**src/rtl/dadda_pkg.sv**
```systemverilog
// Elaboration-time helpers for the Dadda reduction tree: height sequence,
// column heights of the partial-product matrix and per-stage cell counts.
package dadda_pkg;
  localparam int MAX_WIDTH = 16;
  localparam int PP_WIDTH  = 8;

  typedef logic [PP_WIDTH-1:0][PP_WIDTH-1:0] pp_matrix_t;

  function automatic int dadda_height(int j);
    case (j)
      0: return 2;
      1: return 3;
      2: return 4;
      3: return 6;
      4: return 9;
      5: return 13;
      6: return 19;
      default: return 28;
    endcase
  endfunction

  function automatic int col_height(int c, int w);
    if (c < w) return c + 1;
    else if (c < 2*w-1) return 2*w - 1 - c;
    else return 0;
  endfunction

  function automatic int num_stages(int w);
    int n;
    n = 0;
    while (dadda_height(n) < w) n++;
    return n;
  endfunction

  function automatic int stage_target(int w, int s);
    return dadda_height(num_stages(w) - 1 - s);
  endfunction

  // what: 0 = column height entering stage s, 1 = full adders, 2 = half adders.
  // Columns are walked LSB first so carries from c-1 count toward c's target.
  function automatic int tree_info(int w, int s, int c, int what);
    int h [2*MAX_WIDTH];
    int cin, e, nf, nh, d, res;
    res = 0;
    for (int i = 0; i < 2*MAX_WIDTH; i++) h[i] = col_height(i, w);
    for (int st = 0; st <= s; st++) begin
      d   = stage_target(w, st);
      cin = 0;
      for (int col = 0; col < 2*w; col++) begin
        e  = h[col] + cin - d;
        nf = (e > 0) ? e / 2 : 0;
        nh = (e > 0) ? e % 2 : 0;
        if (st == s && col == c) res = (what == 0) ? h[col] : (what == 1) ? nf : nh;
        h[col] = h[col] - 2*nf - nh + cin;
        cin    = nf + nh;
      end
    end
    return res;
  endfunction
endpackage

```
**src/rtl/dadda_tree.sv**
```systemverilog
// Combinational PP generation and Dadda HA/FA reduction to two rows; low
// columns optionally OR-compressed with no carry into the exact part.
module dadda_fa (
  input  logic a,
  input  logic b,
  input  logic ci,
  output logic s,
  output logic co
);
  assign s  = a ^ b ^ ci;
  assign co = (a & b) | (ci & (a ^ b));
endmodule

module dadda_ha (
  input  logic a,
  input  logic b,
  output logic s,
  output logic co
);
  assign s  = a ^ b;
  assign co = a & b;
endmodule

module dadda_tree import dadda_pkg::*; #(
  parameter int WIDTH       = 8,
  parameter int APPROX_COLS = 4
) (
  input  logic [WIDTH-1:0]   a,
  input  logic [WIDTH-1:0]   b,
  input  logic               approx_en,
  output logic [2*WIDTH-1:0] row_a,
  output logic [2*WIDTH-1:0] row_b
);
  localparam int NC = 2*WIDTH;
  localparam int NS = num_stages(WIDTH);

  logic [WIDTH-1:0] raw  [NC];
  logic [WIDTH-1:0] bits [NS+1][NC];
  logic [WIDTH-1:0] cry  [NS][NC];

  for (genvar c = 0; c < NC; c++) begin : g_in
    localparam int H0 = col_height(c, WIDTH);
    localparam int LO = (c >= WIDTH) ? c - WIDTH + 1 : 0;
    for (genvar k = 0; k < WIDTH; k++) begin : g_pp
      if (k < H0) begin : g_b
        assign raw[c][k] = a[c-LO-k] & b[LO+k];
      end else begin : g_z
        assign raw[c][k] = 1'b0;
      end
    end
    // Approximated columns are kept out of the tree so no carry can leave them.
    if (c < APPROX_COLS) begin : g_apx
      assign bits[0][c] = approx_en ? '0 : raw[c];
      assign row_a[c]   = approx_en ? |raw[c] : bits[NS][c][0];
      assign row_b[c]   = approx_en ? 1'b0    : bits[NS][c][1];
    end else begin : g_ex
      assign bits[0][c] = raw[c];
      assign row_a[c]   = bits[NS][c][0];
      assign row_b[c]   = bits[NS][c][1];
    end
    logic unused_sink;
    assign unused_sink = ^bits[NS][c];
  end

  for (genvar s = 0; s < NS; s++) begin : g_stg
    for (genvar c = 0; c < NC; c++) begin : g_col
      localparam int H   = tree_info(WIDTH, s, c, 0);
      localparam int NF  = tree_info(WIDTH, s, c, 1);
      localparam int NH  = tree_info(WIDTH, s, c, 2);
      localparam int KIN = (c == 0) ? 0 : tree_info(WIDTH, s, c-1, 1) + tree_info(WIDTH, s, c-1, 2);
      localparam int P   = H - 3*NF - 2*NH;
      logic [WIDTH-1:0] sm;

      for (genvar i = 0; i < WIDTH; i++) begin : g_cell
        if (i < NF) begin : g_fa
          dadda_fa u_fa (.a(bits[s][c][3*i]), .b(bits[s][c][3*i+1]), .ci(bits[s][c][3*i+2]),
                         .s(sm[i]), .co(cry[s][c][i]));
        end else if (i < NF + NH) begin : g_ha
          dadda_ha u_ha (.a(bits[s][c][3*NF+2*(i-NF)]), .b(bits[s][c][3*NF+2*(i-NF)+1]),
                         .s(sm[i]), .co(cry[s][c][i]));
        end else begin : g_nc
          assign sm[i]         = 1'b0;
          assign cry[s][c][i]  = 1'b0;
        end
      end

      // Next column content: untouched bits, then sums, then carries from c-1.
      for (genvar k = 0; k < WIDTH; k++) begin : g_out
        if (k < P) begin : g_pass
          assign bits[s+1][c][k] = bits[s][c][3*NF+2*NH+k];
        end else if (k < P + NF + NH) begin : g_sum
          assign bits[s+1][c][k] = sm[k-P];
        end else if (k < P + NF + NH + KIN) begin : g_cin
          assign bits[s+1][c][k] = cry[s][c-1][k-P-NF-NH];
        end else begin : g_z
          assign bits[s+1][c][k] = 1'b0;
        end
      end

      logic unused_sink;
      assign unused_sink = ^{bits[s][c], cry[s][c], sm};
    end
  end
endmodule

```
**src/rtl/dadda_reduce_pipe.sv**
```systemverilog
// Two-stage pipelined Dadda front end: S1 operand capture, S2 reduced rows,
// with a stall-propagating valid/ready handshake.
module dadda_reduce_pipe import dadda_pkg::*; #(
  parameter int WIDTH       = 8,
  parameter int APPROX_COLS = 4
) (
  input  logic               clk,
  input  logic               rst,
  input  logic               in_valid,
  output logic               in_ready,
  input  logic [WIDTH-1:0]   in1,
  input  logic [WIDTH-1:0]   in2,
  input  logic               approx_en,
  output logic               out_valid,
  input  logic               out_ready,
  output logic [2*WIDTH-1:0] row_a,
  output logic [2*WIDTH-1:0] row_b
);
  logic               s1_valid, s1_apx;
  logic [WIDTH-1:0]   s1_a, s1_b;
  logic [2*WIDTH-1:0] tree_a, tree_b;
  logic               s1_adv, s2_adv;

  assign s2_adv   = !out_valid || out_ready;
  assign s1_adv   = !s1_valid || s2_adv;
  assign in_ready = s1_adv;

  dadda_tree #(.WIDTH(WIDTH), .APPROX_COLS(APPROX_COLS)) u_tree (
    .a(s1_a), .b(s1_b), .approx_en(s1_apx), .row_a(tree_a), .row_b(tree_b)
  );

  always_ff @(posedge clk or posedge rst) begin
    if (rst) begin
      s1_valid <= 1'b0;
      s1_a     <= '0;
      s1_b     <= '0;
      s1_apx   <= 1'b0;
    end else if (s1_adv) begin
      s1_valid <= in_valid;
      if (in_valid) begin
        s1_a   <= in1;
        s1_b   <= in2;
        s1_apx <= approx_en;
      end
    end
  end

  always_ff @(posedge clk or posedge rst) begin
    if (rst) begin
      out_valid <= 1'b0;
      row_a     <= '0;
      row_b     <= '0;
    end else if (s2_adv) begin
      out_valid <= s1_valid;
      if (s1_valid) begin
        row_a <= tree_a;
        row_b <= tree_b;
      end
    end
  end
endmodule

```
**config.mk**
```make
export PLATFORM = sky130hd
export DESIGN_NAME = dadda_reduce_pipe
export DESIGN_NICKNAME = d
export VERILOG_FILES = /design/src/rtl/dadda_pkg.sv /design/src/rtl/dadda_tree.sv /design/src/rtl/dadda_reduce_pipe.sv
export SDC_FILE = /design/constraint.sdc
export NUM_CORES = 1
export LEC_CHECK = 0
export CAP_MARGIN = 20
export CORE_ASPECT_RATIO = 0.8
export CORE_MARGIN = 2
export CORE_UTILIZATION = 39
export DETAILED_ROUTE_END_ITERATION = 10
export DONT_BUFFER_PORTS = 1
export PLACE_DENSITY = 0.56
export SLEW_MARGIN = 15
export SYNTH_ARGS = -nofsm -noshare
export SYNTH_HDL_FRONTEND = slang
export SYNTH_HIERARCHICAL = 1
export SYNTH_SLANG_ARGS = --single-unit
```
**constraint.sdc**
```tcl
create_clock -name clk -period 8.5 [get_ports clk]
set_input_delay 0.85 -clock clk [delete_from_list [all_inputs] [get_ports clk]]
set_output_delay 0.85 -clock clk [all_outputs]
set_load 0.02 [all_outputs]
```
==> metrics.txt, run 1 <==
outcome=completed; vias in the first global route=1,886; ANT nets after route=0; Hold Path Class=flop to flop; maximum clock insertion buffer count=2; CTS resizes=0; final setup TNS=0 ps; row count=30; Remaining Overflow, GRT=0; Fmax achieved=324 MHz; metal3 WL=381 µm; synthesized area per cell=13.6 µm²; Final Hold Viols=0; largest family of logic cells by synthesized area=adder cells; Crit path required time=slightly below 9000 ps; critical path peak fanout=11; XOR/XNOR Fraction of Synth Area=0%; FF+latch count, synth=just over 50; CTS tree=built; post-CTS setup buffers=0; first-pass GRT wire length=slightly below 10,000 µm; Residual DRC=0; # port buffers=0; routed len/inst=17.2 µm; synthesized cell area=around 3500 µm²; P&R area growth vs syn=0.579%; fin. max-slew vios=0; Nets=between 200 and 300; async set-or-reset flop fraction in the synthesized netlist=between 90% and 100%; Distinct cells, synth=27; Final GP Congestion=approximately 0.82; clock sinks=just over 50; clk_skew=approximately 9.0 ps; Synth Area in Compound Gates=between 1 and 1.5%; Tot GR Track Use=13.7%; Initial DRC Count=roughly 110; DIE HEIGHT=approximately 90 µm; startpoint types=flop; met1 wire length=~2800 µm; Tot Pwr=between 0.0009 and 0.001 W; top_reg_cell synth=dfrtp_1; Layout Cells excl Fill=roughly 350; Hold-fix buffers, CTS=0; pwr dens=around 280 nW/µm²; die area=9640 µm²; number of top-level pins=55; Worst slew margin=roughly 44%; Post-Synth Simple-Gate Area=approximately 14%; Post-synth EDFFs=0; H-tree Lvls=2; worst skew pair latency=about 310 ps; Via density=just under 5; initial antenna violation count=0; Starting Density=approximately two fifths; mux share of post-synthesis cell area=between 10% and 20%; root buf cell=clkbuf_8; drt first pass iters=4; critical path endpoint category=flop; placed wire-length estimate=between 4000 and 5000 µm; Adder-Cell Fraction of Synth Area=between 20% and 30%; Max Cap Violations=0; Reg clk slew, reported paths=around 100 ps; metal2 WL=2700 µm; vias=1,671; unrepaired setup endpoints after global routing=false; final period utilization=roughly 36%; worst slew pin tran=~830 ps; fraction of layout cells with a size suffix above 1=between 20 and 30%; largest net degree at the start of global routing=52; drt total wl=between 5000 and 6000 µm; cell count after placement=between 300 and 400; Worst Path Arrival=between 3000 and 4000 ps; core box area=~8600 µm²; sequential fraction of the synthesis area=between 30% and 40%; Mapped Cells=roughly 250; antenna cells=0; Design Area, Final=between 3000 and 4000 µm²; number of clock buffers inserted by TritonCTS=5; crit path kind=flop to flop; P_leak=roughly 1.6 nW; number of warnings issued by yosys=6; Hold Slack=563 ps; Peak supply drop=0.0000978 V; fin crit period=~3000 ps; Final setup viols=0; topmost layer with routed signal wires=met4; Post-DP Area=3360 µm²; Chip Width=between 100 and 150 µm
## layout make-up
class	instances	area [µm²]
Timing Repair Buffer	1	7.51
Clock buffer	5	68.8
Clock inverter	3	47.5
Tap cell	112	140
Inverter	1	3.75
Sequential cell	51	1280
Fill cell	828	5080
Multi-Input combinational cell	173	1930
## cells by family after synthesis
group / Yosys count
multiplexers: 49
flip-flops: 51
other: 1
AO/OA/AOI/OAI: 5
adder cells (fa/ha/maj): 42
AND/OR/NAND/NOR: 74
buffers and inverters: 32
## through the flow
step	utilization, %	setup slack [ps]
finish	40.6	5410
global placement	39.3	5470
floorplan	-	5440
global route	40.6	5310
detailed placement	39.3	5410
CTS	40.6	5390
## placed cells by master, fill, tap and decap left out, types with 3 or more instances in the layout
master / netlist / routed
and2_1: 51 / 51
and2_2: 7 / 7
clkbuf_8: 0 / 5
conb_1: 1 / 3
dfrtp_1: 51 / 51
fa_1: 35 / 35
ha_1: 7 / 7
mux2_2: 35 / 35
mux2_4: 14 / 14
nor2_1: 3 / 3
## flip-flops by register name, summed over array words and instances (netlist names)
register,count
out_valid,1
row_b,16
s1_b,8
row_a,16
s1_apx,1
s1_a,8
s1_valid,1
## worst max-delay path, stage by stage, from the launching register on
cell and delay [ps]:
dfrtp_1 510, and2_1 210, fa_1 510, fa_1 580, fa_1 440, fa_1 470
mux2_4 270
## cell usage after synthesis (all sizes together), types with 2 or more instances
library cell / number / share of area (%)
fa: 35 / 20
and3b: 2 / 0.54
a22o: 2 / 0.51
ha: 7 / 2.5
dfrtp: 51 / 37
nand2b: 2 / 0.36
buf: 31 / 7.3
nor2b: 2 / 0.36
and2: 58 / 11
mux2: 49 / 17
nor2: 3 / 0.33
nand2: 4 / 0.72
## layer usage
metal  global-route usage [%]  vias up
met5                        0        -
met1                     19.5      862
li1                         -      765
met3                     4.27        5
met4                     4.14        0
met2                     20.3       39
## path summary, 6_finish.rpt
check,from,to,slack (ps),cells past startpoint
setup / recovery,s1_b[0],row_a[7],5410,6
setup reg to reg,s1_b[0],row_a[7],5410,6
min in group asynchronous,rst,row_a[15],580,2
max in group asynchronous,rst,row_b[3],7460,2
hold reg to reg,s1_valid,out_valid,560,1
hold / removal,s1_valid,out_valid,560,1
## where the power goes
group          internal (W)  total (W)  switching, W
Sequential         0.000311   0.000447      0.000137
Combinational      0.000208   0.000360      0.000152
Clock             0.0000894   0.000176     0.0000864
Note: power is estimated with default switching activity, not from simulation.
==> run 2, diff against run 1 <==
Settings changed: PLACE_DENSITY 0.56 to 0.58.
Clock period 8.5 ns to 2.7 ns, I/O delays scaled along.
==> metrics.txt, run 2 (synthesis results as in run 1) <==
Worst R2R Path Depth=6 (unchanged); biggest regs=row_a: 16 flops, row_b: 16 flops; drt total wl=6410 µm (+7.7%); vias=1,789 (+7.1%); row count=30 (unchanged); Reg clk slew, reported paths=90 ps (about the same); Tot GR Track Use=14.1% (+0.32 points); crit-path most repeated cell=fa_1; commonest cells after routing, fill and taps aside=50 x dfrtp_1, 42 x and2_1, 33 x mux2_2; critical path endpoint category=flop; sequential power share=43.5% (-2.0 points); final worst slack=-218 ps (-5630 ps); Layout Cells excl Fill=369 (+6.6%); Via density=4.85 (+0.39%); antenna cells=0 (unchanged); Hold Slack=65.7 ps (-497 ps); Cell Chain, Critical Path=and2_4 > fa_2 > fa_1 > fa_1 > fa_1 > mux2_4; P_leak=1.72 nW (+6.9%); initial antenna violation count=0 (unchanged); Design Area, Final=3680 µm² (+5.9%); worst skew pair latency=320 ps (about the same); critical path peak fanout=5 (-6); failing checks=setup timing; Comb pwr share=42.4% (+5.8 points); Filler cells=791 (-4.5%); outcome=complete, but fails checks; DIE HEIGHT=88.2 µm (unchanged); number of clock buffers inserted by TritonCTS=5 (unchanged); worst r2r src=s1_a[5]; switch share=38.5% (+0.32 points); drt first pass iters=4 (unchanged); crit path kind=flop to flop; maximum clock insertion buffer count=2 (unchanged); placed wire-length estimate=4810 µm (+10%); # port buffers=0 (unchanged); Critical Path Max Stage Delay=570 ps (about the same); number of top-level pins=55 (unchanged); root buf cell=clkbuf_8; CP startpoint=s1_a[5]; fin crit period=2920 ps (-169 ps); Max Cap Violations=0 (unchanged); unrepaired setup endpoints after global routing=true; CP top delay family=adder cells; core box area=8560 µm² (unchanged); Crit path required time=2900 ps (-5800 ps); NetSw=0.00121 W (+220%); Critical-path top delay cell=fa_2; Final GP Congestion=0.867 (+6.1%); startpoint types=flop; P&R area growth vs syn=6.55%; total internal power=0.00193 W (+220%); Fmax achieved=343 MHz (+5.8%); R2R Path End=row_a[7]; Worst slew margin=42.1% (-2.4 points); Clock Power Share=14.2% (-3.7 points); fin. max-slew vios=0 (unchanged); Chip Width=109 µm (unchanged); clk_skew=9.53 ps (+0.552 ps); vias in the first global route=1,964 (+4.1%); routed len/inst=17.4 µm (+1.0%); Hold Path Class=input port to flop; Starting Density=40.4% (unchanged); Post-DP Area=3520 µm² (+4.8%); fraction of layout cells with a size suffix above 1=41.6% (+12 points); commonest non-fill, non-tap cell in the layout=dfrtp_1; die area=9640 µm² (unchanged); CP Depth=6 (unchanged); Worst Path Arrival=3120 ps (-170 ps); cell count after placement=357 (+5.6%); H-tree Lvls=2 (unchanged); Nets=319 (+7.8%); first-pass GRT wire length=10,200 µm (+2.8%); R2R Setup Slk=-220 ps (-5630 ps); Remaining Overflow, GRT=0 (unchanged); Final Hold Viols=0 (unchanged); WP buf/inv=0 (unchanged); Peak supply drop=0.000404 V (+310%); Final setup viols=9 (+9); Residual DRC=0 (unchanged); ANT nets after route=0 (unchanged); worst slew pin tran=866 ps (+35.4 ps); Critical path destination=row_a[7]; clock sinks=51 (unchanged); pwr dens=853 nW/µm² (+200%); final period utilization=108% (+72 points); Initial DRC Count=66 (-39%); largest net degree at the start of global routing=33 (-37%); CTS tree=built
[run 2: cell types whose count changed in the layout (fill, tap and decap cells not counted), moves of 2 or more]
cell,change
mux2_4,+2
and2_1,-9
buf_4,+20
fa_2,+6
mux2_2,-2
and2_4,+9
buf_6,+2
clkbuf_1,+2
fa_1,-6
[run 2: cell type report]
cell class	count	area, µm²	area share, %
Timing Repair Buffer	24	190	5.16
Clock buffer	7	76.3	2.07
Sequential cell	51	1280	34.7
Clock inverter	1	5.00	0.136
Multi-Input combinational cell	173	1990	54.1
Inverter	1	3.75	0.102
Tap cell	112	140	3.80
[run 2: stage by stage]
step                      TNS (ps)  worst slack (ps)  power [W]  utilization (%)
after floorplan              -1550              -256    0.00277                -
after global placement        -790              -143    0.00264             41.2
after detailed placement     -1410              -232    0.00269             41.2
after CTS                    -1360              -223    0.00316             42.7
after global routing         -1870              -277    0.00343             43.1
final                        -1160              -218    0.00314             43.1
[run 2: layer usage]
metal | track usage, % | wire length (µm) | share of wire [%] | vias to the layer above
met4 | 2.76 | 48 | 0.75 | 0
met5 | 0 | 0 | 0 | -
li1 | - | - | - | 810
met1 | 20.2 | 3150 | 49 | 935
met3 | 3.98 | 310 | 4.8 | 6
met2 | 21.5 | 2900 | 45 | 38
[run 2: how the worst min path moves through the flow]
stage          startpoint       end  slack, ps  depth (start not counted)
6_report         in_valid  s1_valid         70                          1
5_1_grt          in_valid  s1_valid         60                          1
4_1_cts          in_valid  s1_valid         50                          1
3_5_place_dp          rst  row_b[8]        240                          2
3_3_place_gp          rst  row_b[8]        240                          2
2_1_floorplan    in_valid  s1_valid        380                          1
[run 2: repair_timing]
action                     CTS  global route
pin swaps                   11             6
hold buffers                 1             0
resized for setup            4            10
hold endpoints to repair    51             0
setup endpoints to repair   11            12
setup buffers                4             0
[run 2: power by group through the flow]
| stage | Sequential, W | Combinational, W | Clock (W) |
|---|---|---|---|
| after CTS | 0.00137 | 0.00132 | 0.000468 |
| after global routing | 0.00140 | 0.00154 | 0.000496 |
| after floorplan | 0.00134 | 0.00143 | 0 |
| after global placement | 0.00138 | 0.00125 | 0 |
| after detailed placement | 0.00139 | 0.00130 | 0 |
| final | 0.00137 | 0.00133 | 0.000445 |
==> run 3, diff against run 2 <==
Settings changed: CORE_UTILIZATION 39 to 58, GPL_TIMING_DRIVEN from default to 0, PLACE_DENSITY 0.58 to 0.79, REMOVE_ABC_BUFFERS from default to 1.
==> metrics.txt, run 3 (synthesis results as in run 1) <==
Worst R2R Path Depth=6 (unchanged); final setup TNS=-1400 ps (-242 ps); clk_skew=7.71 ps (-1.82 ps); H-tree Lvls=2 (unchanged); ANT nets after route=0 (unchanged); commonest non-fill, non-tap cell in the layout=dfrtp_1; CTS tree=built; worst skew pair latency=310 ps (about the same); antenna cells=0 (unchanged); final worst slack=-264 ps (-45.2 ps); Final setup viols=9 (unchanged); R2R Path End=row_a[9]; initial antenna violation count=0 (unchanged); vias in the first global route=1,901 (-3.2%); Cell Chain, Critical Path=and2_4 > fa_2 > fa_1 > fa_1 > fa_2 > mux2_2; WHS Endpoint=s1_valid; Nets=310 (-2.8%); Peak supply drop=0.000518 V (+28%); Remaining Overflow, GRT=0 (unchanged); final core utilization=61.7% (+19 points); DIE HEIGHT=73.1 µm (-17%); pwr dens=854 nW/µm² (about the same); drt first pass iters=4 (unchanged); hold_sp=in_valid; root buf cell=clkbuf_8; Critical Path Max Stage Delay=570 ps (about the same); biggest regs=row_a: 16 flops, row_b: 16 flops; Residual DRC=0 (unchanged); Via density=5.33 (+10%); die area=6600 µm² (-32%); vias=1,755 (-1.9%); Worst slew margin=45.7% (+3.7 points); number of top-level pins=55 (unchanged); Layout Cells excl Fill=329 (-11%); fin crit period=2960 ps (+45.2 ps); row count=25 (-17%); Initial DRC Count=74 (+12%); worst r2r src=s1_a[5]; Fmax achieved=337 MHz (-1.5%); fraction of layout cells with a size suffix above 1=43.1% (+1.5 points); largest net degree at the start of global routing=33 (unchanged); unrepaired setup endpoints after global routing=true; Hold Crit Depth=1 (unchanged); number of clock buffers inserted by TritonCTS=5 (unchanged); Filler cells=476 (-40%); Max Cap Violations=0 (unchanged); startpoint types=flop; Multi-input gate area=1980 µm² (-0.38%); cell count after placement=307 (-14%); worst slew pin tran=811 ps (-54.7 ps); routed len/inst=17.1 µm (-1.4%); core box area=5850 µm² (-32%); Critical-path top delay cell=fa_2; Place WS=-410 ps (-178 ps); placed wire-length estimate=3910 µm (-19%); Chip Width=90.3 µm (-17%); final period utilization=110% (+1.7 points); Final Hold Viols=0 (unchanged); fin. max-slew vios=0 (unchanged); P&R area growth vs syn=4.34%; P_leak=1.67 nW (-3.0%); critical path peak fanout=5 (unchanged); clock sinks=51 (unchanged); maximum clock insertion buffer count=2 (unchanged); first-pass GRT wire length=9380 µm (-8.2%); Tot GR Track Use=18.3% (+4.2 points); Crit path required time=2900 ps (about the same); crit path kind=flop to flop; failing checks=setup timing; Hold Path Class=input port to flop; Worst Path Arrival=3160 ps (+40 ps); FF+latch area=1290 µm² (+0.68%); Starting Density=59.1% (+19 points); outcome=complete, but fails checks; Final GP Congestion=0.797 (-8.1%); R2R Setup Slk=-260 ps (-50 ps); critical path endpoint category=flop; Reg clk slew, reported paths=100 ps (about the same); drt total wl=5630 µm (-12%); # port buffers=0 (unchanged); commonest cells after routing, fill and taps aside=43 x dfrtp_1, 42 x and2_1, 35 x mux2_2
==> run 3: changes by cell type in the layout (fill, tap and decap cells not counted), moves of 2 or more <==
cell / previous run / this run
buf_4: 21 / 10
dfrtp_1: 50 / 43
clkbuf_1: 2 / 0
mux2_2: 33 / 35
mux2_4: 16 / 14
clkinv_4: 0 / 2
dfrtp_2: 1 / 8
==> run 3: final cells by class <==
type / count / share of cell area [%]
clock buffer: 5 / 1.91
sequential: 51 / 35.6
timing repair buffer: 15 / 3.85
inverter: 1 / 0.104
clock inverter: 3 / 0.693
tap: 81 / 2.81
multi-input combinational: 173 / 55.0
==> run 3: metal layers <==
layer  routed length (µm)  part of all wire, %  GRT usage (%)  vias up
met5                    0                    0              0        -
met4                   69                  1.2           5.64        0
met3                  291                  5.2           4.65        7
met2                 2770                   49           30.5       42
met1                 2500                   44           24.1      913
li1                     -                    -              -      793
==> run 3: critical path, delay by kind of cell (launching register included) <==
kind                       cells  cell delay [ps]
DFF                            1              460
and+or+nand+nor                1              160
muxes                          1              260
adders and majority gates      4             1960
==> run 3: how the worst max path moves through the flow <==
stage / end / from / depth (start not counted)
floorplan: row_a[7] / s1_b[0] / 6
global placement: row_a[7] / s1_b[0] / 6
detailed placement: row_a[7] / s1_b[0] / 6
CTS: row_a[9] / s1_a[5] / 6
global route: row_a[9] / s1_a[5] / 6
finish: row_a[9] / s1_a[5] / 6
==> run 3: repair_timing <==
item                       CTS  global route
pin swaps                   14            10
buffers inserted            12             1
cloned                       0             0
hold endpoints to repair    21             0
setup endpoints to repair   12            12
hold buffers                 1             0
gates resized for setup     18             9
==> run 3: through the flow <==
stage | power (W) | instance area [µm²] | hold WS [ps]
finish | 0.00308 | 3610 | 58.9
global route | 0.00336 | 3610 | 54.9
CTS | 0.00311 | 3570 | 50.8
detailed placement | 0.00260 | 3340 | 209
global placement | 0.00252 | 3320 | 379
floorplan | 0.00231 | 3210 | 378
==> run 3: report_power, final <==
group,total [W],switching (W),internal [W],leakage (nW)
registers,0.00138,0.000402,0.000982,0.613
logic,0.00125,0.000519,0.000729,1.01
clock network,0.000449,0.000263,0.000186,0.0443
total,0.00308,0.00118,0.00190,1.67
